$ cat config.mk
export PLATFORM = sky130hd
export DESIGN_NAME = db9_pad_reader
export DESIGN_NICKNAME = d
export VERILOG_FILES = /design/src/rtl/db9_pad_reader.sv
export SDC_FILE = /design/constraint.sdc
export NUM_CORES = 1
export LEC_CHECK = 0
export CAP_MARGIN = 20
export CORE_MARGIN = 5
export CORE_UTILIZATION = 35
export CTS_CLUSTER_SIZE = 10
export DETAILED_ROUTE_END_ITERATION = 6
export GPL_TIMING_DRIVEN = 0
export REMOVE_ABC_BUFFERS = 1
export SETUP_SLACK_MARGIN = 0.2
export SLEW_MARGIN = 20
export SYNTH_ARGS = -nofsm -noshare
export SYNTH_HDL_FRONTEND = slang
export SYNTH_SLANG_ARGS = --single-unit
$ cat constraint.sdc
create_clock -name CLK -period 2.3 [get_ports CLK]
set_clock_uncertainty 0.05 [all_clocks]
set_input_delay 0.345 -clock CLK [delete_from_list [all_inputs] [get_ports CLK]]
set_output_delay 0.345 -clock CLK [all_outputs]
set_load 0.01 [all_outputs]
$ cat src/rtl/db9_pad_reader.sv
// Sega DB9 3/6-button pad initiator: drives TH through an 8-step poll and decodes
// the multiplexed pad pins into registered, active-high button outputs.
module db9_pad_reader #(
    parameter int SETTLE      = 64,
    parameter int POLL_CYCLES = 32768
) (
    input  logic       CLK,
    input  logic       RESET,
    input  logic       CE,
    input  logic [5:0] PIN,
    output logic       TH,
    output logic       P_UP,
    output logic       P_DOWN,
    output logic       P_LEFT,
    output logic       P_RIGHT,
    output logic       P_A,
    output logic       P_B,
    output logic       P_C,
    output logic       P_START,
    output logic       P_MODE,
    output logic       P_X,
    output logic       P_Y,
    output logic       P_Z,
    output logic       PRESENT,
    output logic       SIX_BTN,
    output logic       VALID
);

    localparam logic [1:0] ST_IDLE   = 2'd0;
    localparam logic [1:0] ST_STEP   = 2'd1;
    localparam logic [1:0] ST_COMMIT = 2'd2;

    localparam int IW = $clog2(POLL_CYCLES);
    localparam int TW = $clog2(SETTLE);
    localparam logic [IW-1:0] IDLE_LAST = IW'(POLL_CYCLES - 8 * SETTLE - 1);
    localparam logic [TW-1:0] TICK_LAST = TW'(SETTLE - 1);

    // Button vector order: UP DOWN LEFT RIGHT A B C START MODE X Y Z (bit 11 down to 0)
    logic [1:0]    state_q, state_d;
    logic [IW-1:0] idle_cnt_q, idle_cnt_d;
    logic [TW-1:0] tick_q, tick_d;
    logic [2:0]    step_q, step_d;
    logic          th_q, th_d;
    logic [5:0]    sync1_q, sync2_q;
    logic [11:0]   sh_btn_q, sh_btn_d;
    logic          sh_pres_q, sh_pres_d;
    logic          sh_six_q, sh_six_d;
    logic [11:0]   btn_q, btn_d;
    logic          present_q, present_d;
    logic          six_q, six_d;
    logic          valid_q, valid_d;
    logic [5:0]    s;

    assign s = ~sync2_q;

    always_comb begin
        state_d    = state_q;
        idle_cnt_d = idle_cnt_q;
        tick_d     = tick_q;
        step_d     = step_q;
        sh_btn_d   = sh_btn_q;
        sh_pres_d  = sh_pres_q;
        sh_six_d   = sh_six_q;
        btn_d      = btn_q;
        present_d  = present_q;
        six_d      = six_q;
        valid_d    = 1'b0;

        case (state_q)
            ST_IDLE: begin
                if (CE) begin
                    if (idle_cnt_q == IDLE_LAST) begin
                        state_d    = ST_STEP;
                        step_d     = 3'd0;
                        tick_d     = '0;
                        idle_cnt_d = '0;
                    end else begin
                        idle_cnt_d = idle_cnt_q + 1'b1;
                    end
                end
            end
            ST_STEP: begin
                if (CE) begin
                    if (tick_q == TICK_LAST) begin
                        case (step_q)
                            3'd0: begin
                                sh_btn_d[11] = s[0];
                                sh_btn_d[10] = s[1];
                                sh_btn_d[9]  = s[2];
                                sh_btn_d[8]  = s[3];
                                sh_btn_d[6]  = s[4];
                                sh_btn_d[5]  = s[5];
                            end
                            3'd1: begin
                                sh_btn_d[7] = s[4];
                                sh_btn_d[4] = s[5];
                                sh_pres_d   = s[2] & s[3];
                            end
                            3'd5: sh_six_d = &s[3:0];
                            3'd6: begin
                                sh_btn_d[0] = s[0];
                                sh_btn_d[1] = s[1];
                                sh_btn_d[2] = s[2];
                                sh_btn_d[3] = s[3];
                            end
                            default: ;
                        endcase
                        tick_d = '0;
                        if (step_q == 3'd7) begin
                            state_d = ST_COMMIT;
                        end else begin
                            step_d = step_q + 3'd1;
                        end
                    end else begin
                        tick_d = tick_q + 1'b1;
                    end
                end
            end
            ST_COMMIT: begin
                // A 3-button pad leaves pins 1-4 undefined on the extra step, so its MODE/X/Y/Z are dropped
                if (!sh_pres_q) begin
                    btn_d = '0;
                end else if (!sh_six_q) begin
                    btn_d = sh_btn_q & 12'hFF0;
                end else begin
                    btn_d = sh_btn_q;
                end
                present_d  = sh_pres_q;
                six_d      = sh_pres_q & sh_six_q;
                valid_d    = 1'b1;
                idle_cnt_d = '0;
                state_d    = ST_IDLE;
            end
            default: state_d = ST_IDLE;
        endcase

        // TH is registered from the next step so it toggles on the edge that ends a step
        th_d = (state_d == ST_STEP) ? ~step_d[0] : 1'b1;
    end

    always_ff @(posedge CLK or posedge RESET) begin
        if (RESET) begin
            state_q    <= ST_IDLE;
            idle_cnt_q <= '0;
            tick_q     <= '0;
            step_q     <= 3'd0;
            th_q       <= 1'b1;
            sync1_q    <= 6'h3F;
            sync2_q    <= 6'h3F;
            sh_btn_q   <= '0;
            sh_pres_q  <= 1'b0;
            sh_six_q   <= 1'b0;
            btn_q      <= '0;
            present_q  <= 1'b0;
            six_q      <= 1'b0;
            valid_q    <= 1'b0;
        end else begin
            state_q    <= state_d;
            idle_cnt_q <= idle_cnt_d;
            tick_q     <= tick_d;
            step_q     <= step_d;
            th_q       <= th_d;
            sync1_q    <= PIN;
            sync2_q    <= sync1_q;
            sh_btn_q   <= sh_btn_d;
            sh_pres_q  <= sh_pres_d;
            sh_six_q   <= sh_six_d;
            btn_q      <= btn_d;
            present_q  <= present_d;
            six_q      <= six_d;
            valid_q    <= valid_d;
        end
    end

    assign TH      = th_q;
    assign P_UP    = btn_q[11];
    assign P_DOWN  = btn_q[10];
    assign P_LEFT  = btn_q[9];
    assign P_RIGHT = btn_q[8];
    assign P_A     = btn_q[7];
    assign P_B     = btn_q[6];
    assign P_C     = btn_q[5];
    assign P_START = btn_q[4];
    assign P_MODE  = btn_q[3];
    assign P_X     = btn_q[2];
    assign P_Y     = btn_q[1];
    assign P_Z     = btn_q[0];
    assign PRESENT = present_q;
    assign SIX_BTN = six_q;
    assign VALID   = valid_q;

endmodule

==> results.sh, run 1 <==
export IMPL_fillers=810
export IMPL_cp_max_fo=7
export IMPL_crit_required_ps=2460
export IMPL_wl_met1_mm=2.58
export IMPL_min_period_over_period_pct=85.5
export IMPL_holdBufCountCts=0
export IMPL_power_mw=2.49
export IMPL_end_kind="register"
export IMPL_status="finished, final reports clean"
export IMPL_ys_warnings_count=0
export IMPL_critical_path_class="reg2reg"
export IMPL_slew_violations=0
export IMPL_clock_fmax_mhz=508
export IMPL_gp_congestion=0.762
export IMPL_syn_mean_instance_area_sq_um=11.3
export IMPL_max_slew_margin_rel_pct=59.7
export IMPL_overflow=0
export IMPL_worst_pin_slew_ps=598
export IMPL_leakage_nw=1.73
export IMPL_start_kind="register"
export IMPL_setup_viol_count_final=0
export IMPL_viasPerCell=4.94
export IMPL_grt_max_degree=47
export IMPL_fp_dieW_um=103
export IMPL_antenna_found_initial=0
export IMPL_cts_tree="yes"
export IMPL_wl_per_cell_um=13.1
export IMPL_drv_cap=0
export IMPL_cts_buffer_depth=2
export IMPL_clock_latency_ps=330
export IMPL_nets=316
export IMPL_synth_area_leaders="dfrtp_1 45%, dfstp_2 11%, mux2i_1 4.9%"
export IMPL_powerDensity_nw_per_um2=682
export IMPL_core_area_sq_um=8590
export IMPL_syn_to_final_growth_pct=20.2
export IMPL_num_vias=2041
export IMPL_min_path_type="in2async"
export IMPL_cts_root_buffer="clkbuf_8"
export IMPL_die_area_sq_um=10600
export IMPL_drive_above_1_share_pct=15.7
export IMPL_wl_met3_um=280
export IMPL_synth_seq_cells=68
export IMPL_worst_slack_ps=333
export IMPL_initial_core_util_pct=35.3
export IMPL_die_h_um=103
export IMPL_dp_slack_ps=-34.9
export IMPL_io_pins=25
export IMPL_worst_ep_arrival_time_ps=2130
export IMPL_postRouteAntennaNets=0
export IMPL_grt_pass1_wl_mm=9.45
export IMPL_clkTransAtPathRegs_ps=80
export IMPL_hold_viol_final=0
export IMPL_synth_area_sq_um=3030
export IMPL_synth_largest_area_cell="dfrtp_1"
export IMPL_final_common_cell="dfrtp_1"
export IMPL_n_antenna_cell=0
export IMPL_vdd_drop_max_uv=298
export IMPL_first_pass_iters=4
export IMPL_grt_use_total_pct=11.2
export IMPL_yosysSeqAreaShare_pct=56.6
export IMPL_wl_mm=5.40
export IMPL_h_tree_depth=3
export IMPL_most_common_layout_cells="55 x dfrtp_1, 29 x nand2_1, 24 x clkdlybuf4s50_1, 19 x inv_1, 17 x nor2_1"
export IMPL_synth_edf_count=0
export IMPL_drc=0
export IMPL_first_iter_violations=98
export IMPL_grt_setup_unrepaired="false"
export IMPL_post_dp_hpwl_mm=3.68
export IMPL_syn_inst=269
export IMPL_dr_wl_met2_mm=2.51
export IMPL_cts_sinks=68
export IMPL_synth_flop_cell="dfrtp_1"
export IMPL_portBuffers=24
export IMPL_layout_min_cycle_time_ps=1970
export IMPL_async_flop_share_pct=100
export IMPL_synth_top_area_share_pct=45.4
export IMPL_rows=34
export IMPL_grt_pass1_vias=2029
export IMPL_netlist_cell_type_count=52
export IMPL_fin_setup_tns_ps=0
export IMPL_highest_layer="met4"
export IMPL_cts_made_buffers=9
[cell type report]
cell class              count  area, sq um  share of cell area, %
multi-input cells         173         1210                   33.3
clock buffers              11          151                   4.15
clock inverters             5         60.1                   1.65
repair buffers             28          290                   7.96
well taps                 108          135                   3.70
flip-flops and latches     68         1720                   47.1
inverters                  20         77.6                   2.13
[state kept, by name (all words and copies together) (netlist names)]
register	cells
PRESENT	1
SIX_BTN	1
TH	1
VALID	1
btn_q	12
idle_cnt_q	15
sh_btn_q	12
sh_pres_q	1
sh_six_q	1
state_q	2
step_q	3
sync1_q	6
sync2_q	6
tick_q	6
[routing by layer]
metal / GRT usage [%] / vias up
met5: 0 / -
met4: 3.09 / 0
met3: 3.92 / 4
met2: 18.5 / 36
met1: 13.9 / 990
li1: - / 1011
[cell usage after synthesis, types with 4 or more instances]
master,number
nand4_1,5
clkbuf_1,5
nand2_1,29
a22o_1,9
nand3_1,15
inv_1,20
a31oi_1,4
dfstp_2,13
dfrtp_1,55
nand3b_1,4
xnor2_1,4
a21oi_1,4
nor2_1,17
ha_1,7
nor4_1,5
mux2i_1,15
[worst max-delay path: stages, from the launching register on]
cell and delay [ps]:
dfrtp_1 420, ha_1 220, nand3_2 190, or4_4 600
a21oi_4 270, nor2_1 90
[what timing repair did]
item                                    CTS  global route
pin swaps                                 1             2
endpoints found under the setup margin    9            23
buffers inserted                          0             3
resized for setup                         1             2
[per-stage QoR]
step                cell area [sq um]  hold slack (ps)  utilization [%]  cells
floorplan                        3000              295                -    261
finish                           3650              264             42.4    413
CTS                              3620              266             42.1    410
detailed placement               3400              297             39.6    394
global route                     3650              282             42.4    413
global placement                 3370              296             39.3    393
[report_power, final]
group	leakage [nW]	internal, mW	total [mW]	switching, mW
clock network	0.106	0.562	1.01	0.447
logic	0.800	0.0713	0.138	0.0670
registers	0.827	1.26	1.34	0.0803
total	1.73	1.89	2.49	0.594
[cells by family after synthesis]
group / synth area share, %
fa+ha+maj: 2.89
compound gates: 10.0
buf+inv: 3.67
xor+xnor: 2.02
simple gates: 18.7
mux: 6.06
flops: 56.6
[worst paths after layout]
check                                end  slack (ps)  depth (start not counted)          start
max                        idle_cnt_q[4]         330                          5  idle_cnt_q[0]
max reg2reg                idle_cnt_q[4]         330                          5  idle_cnt_q[0]
min in group CLK              sync2_q[0]         300                          0     sync1_q[0]
min reg2reg                   sync2_q[0]         300                          0     sync1_q[0]
min                             btn_q[8]         260                          2          RESET
max in group asynchronous     sync1_q[0]        1350                          3          RESET
No activity file was read; power rests on OpenSTA's default activity.
==> run 2: changes to the inputs <==
==> constraint.sdc (replaced) <==
create_clock -name CLK -period 2.3 [get_ports CLK]
set_clock_uncertainty 0.05 [all_clocks]
set_input_delay 0.23 -clock CLK [delete_from_list [all_inputs] [get_ports CLK]]
set_output_delay 0.23 -clock CLK [all_outputs]
set_load 0.01 [all_outputs]
==> results.sh, run 2 (synthesis gave the netlist of run 1 again) <==
export IMPL_fin_util_pct=42.4
export IMPL_dr_wl_met2_mm=2.50
export IMPL_most_common_layout_cells="55 x dfrtp_1, 29 x nand2_1, 24 x clkdlybuf4s50_1, 19 x inv_1, 17 x nor2_1"
export IMPL_hold_viol_final=0
export IMPL_cp_cell_sequence="ha_1 -> nand3_2 -> or4_4 -> a21oi_4 -> nor2_1"
export IMPL_num_vias=2053
export IMPL_startpoint="idle_cnt_q[0]"
export IMPL_reg2reg_slack_ps=330
export IMPL_core_area_sq_um=8590
export IMPL_fin_cells=413
export IMPL_slowest_stage="or4_4"
export IMPL_overflow=0
export IMPL_die_area_sq_um=10600
export IMPL_final_area_sq_um=3640
export IMPL_clock_latency_ps=330
export IMPL_syn_to_final_growth_pct=20.1
export IMPL_grt_max_degree=47
export IMPL_largest_register="idle_cnt_q"
export IMPL_clkTransAtPathRegs_ps=80
export IMPL_critical_path_class="reg2reg"
export IMPL_first_pass_iters=4
export IMPL_worst_pin_slew_ps=599
export IMPL_reg2regPathDepth=5
export IMPL_portBuffers=24
export IMPL_gp_congestion=0.762
export IMPL_status="finished, final reports clean"
export IMPL_cp_buffers_inverters=0
export IMPL_cts_made_buffers=9
export IMPL_antenna_found_initial=0
export IMPL_clock_fmax_mhz=507
export IMPL_rows=34
export IMPL_min_period_over_period_pct=85.7
export IMPL_start_kind="register"
export IMPL_layout_min_cycle_time_ps=1970
export IMPL_slew_violations=0
export IMPL_grt_pass1_vias=2029
export IMPL_cts_sinks=68
export IMPL_die_h_um=103
export IMPL_fp_dieW_um=103
export IMPL_vdd_drop_max_uv=298
export IMPL_post_dp_hpwl_mm=3.68
export IMPL_r2r_end="idle_cnt_q[4]"
export IMPL_postRouteAntennaNets=0
export IMPL_grt_use_total_pct=11.2
export IMPL_wl_mm=5.40
export IMPL_grt_pass1_wl_mm=9.45
export IMPL_largest_reg_flops=15
export IMPL_max_slew_margin_rel_pct=59.7
export IMPL_top_regs="idle_cnt_q (15), btn_q (12), sh_btn_q (12)"
export IMPL_cts_tree="yes"
export IMPL_drc=0
export IMPL_dpl_cell_area_sq_um=3400
export IMPL_worstReg2RegStart="idle_cnt_q[0]"
export IMPL_placed_cells=394
export IMPL_wl_per_cell_um=13.1
export IMPL_holdBufCountCts=0
export IMPL_worst_ep_arrival_time_ps=2130
export IMPL_end_kind="register"
export IMPL_wl_met3_um=304
export IMPL_leakage_nw=1.73
export IMPL_h_tree_depth=3
export IMPL_nets=316
export IMPL_drv_cap=0
export IMPL_wl_met1_mm=2.55
export IMPL_crit_required_ps=2460
export IMPL_critPathMaxStageDelay_ps=600
export IMPL_n_antenna_cell=0
export IMPL_cp_max_fo=7
export IMPL_first_iter_violations=101
export IMPL_viasPerCell=4.97
export IMPL_initial_core_util_pct=35.3
export IMPL_setup_viol_count_final=0
export IMPL_powerDensity_nw_per_um2=683
export IMPL_cts_buffer_depth=2
export IMPL_final_common_cell="dfrtp_1"
export IMPL_power_mw=2.49
export IMPL_io_pins=25
export IMPL_drive_above_1_share_pct=15.4
export IMPL_cts_root_buffer="clkbuf_8"
export IMPL_grt_setup_unrepaired="false"
export IMPL_min_path_type="in2async"
export IMPL_holdWs_ps=149
export IMPL_highest_layer="met4"
export IMPL_cp_depth=5
export IMPL_crit_family="simple AND/OR/NAND/NOR gates"
## run 2: cell counts in the layout (fill, tap and decap cells not counted)
Identical to the previous run, type by type.
## run 2: report_power, final
part	switching [mW]	total, mW	internal [mW]
combinational	0.0668	0.138	0.0710
sequential	0.0805	1.34	1.26
clock	0.448	1.01	0.562
total	0.595	2.49	1.89
## run 2: worst max-delay path by stage
stage | to | slack [ps]
after global routing | idle_cnt_q[10] | 200
after global placement | tick_q[3] | -880
after detailed placement | btn_q[3] | 20
final | idle_cnt_q[4] | 330
after CTS | idle_cnt_q[3] | 230
after floorplan | PRESENT | 330
## run 2: worst register-to-register path: stages (launching register included)
cell and delay (ps):
dfrtp_1 420, ha_1 220, nand3_2 190, or4_4 600, a21oi_4 270, nor2_1 90
## run 2: timing repair
item / CTS / global route
pin swaps: 1 / 2
buffers inserted: 0 / 3
resized for setup: 1 / 1
setup endpoints to repair: 9 / 22
## run 2: area by class of cell
type	instances	area, sq um
fill	809	4950
sequential	68	1720
multi-input combinational	173	1210
timing repair buffer	28	290
clock buffer	11	151
tap	108	135
inverter	20	77.6
clock inverter	5	60.1
## run 2: stage by stage
stage	setup slack (ps)	TNS [ps]
after floorplan	330	0
after global placement	-882	-51500
after detailed placement	22.3	0
after CTS	233	0
after global routing	200	0
final	328	0
## run 2: per-layer routing
layer | GRT usage (%) | vias to the layer above
met4 | 3.09 | 0
met3 | 3.92 | 4
met2 | 18.5 | 42
met5 | 0 | -
met1 | 13.9 | 997
li1 | - | 1010
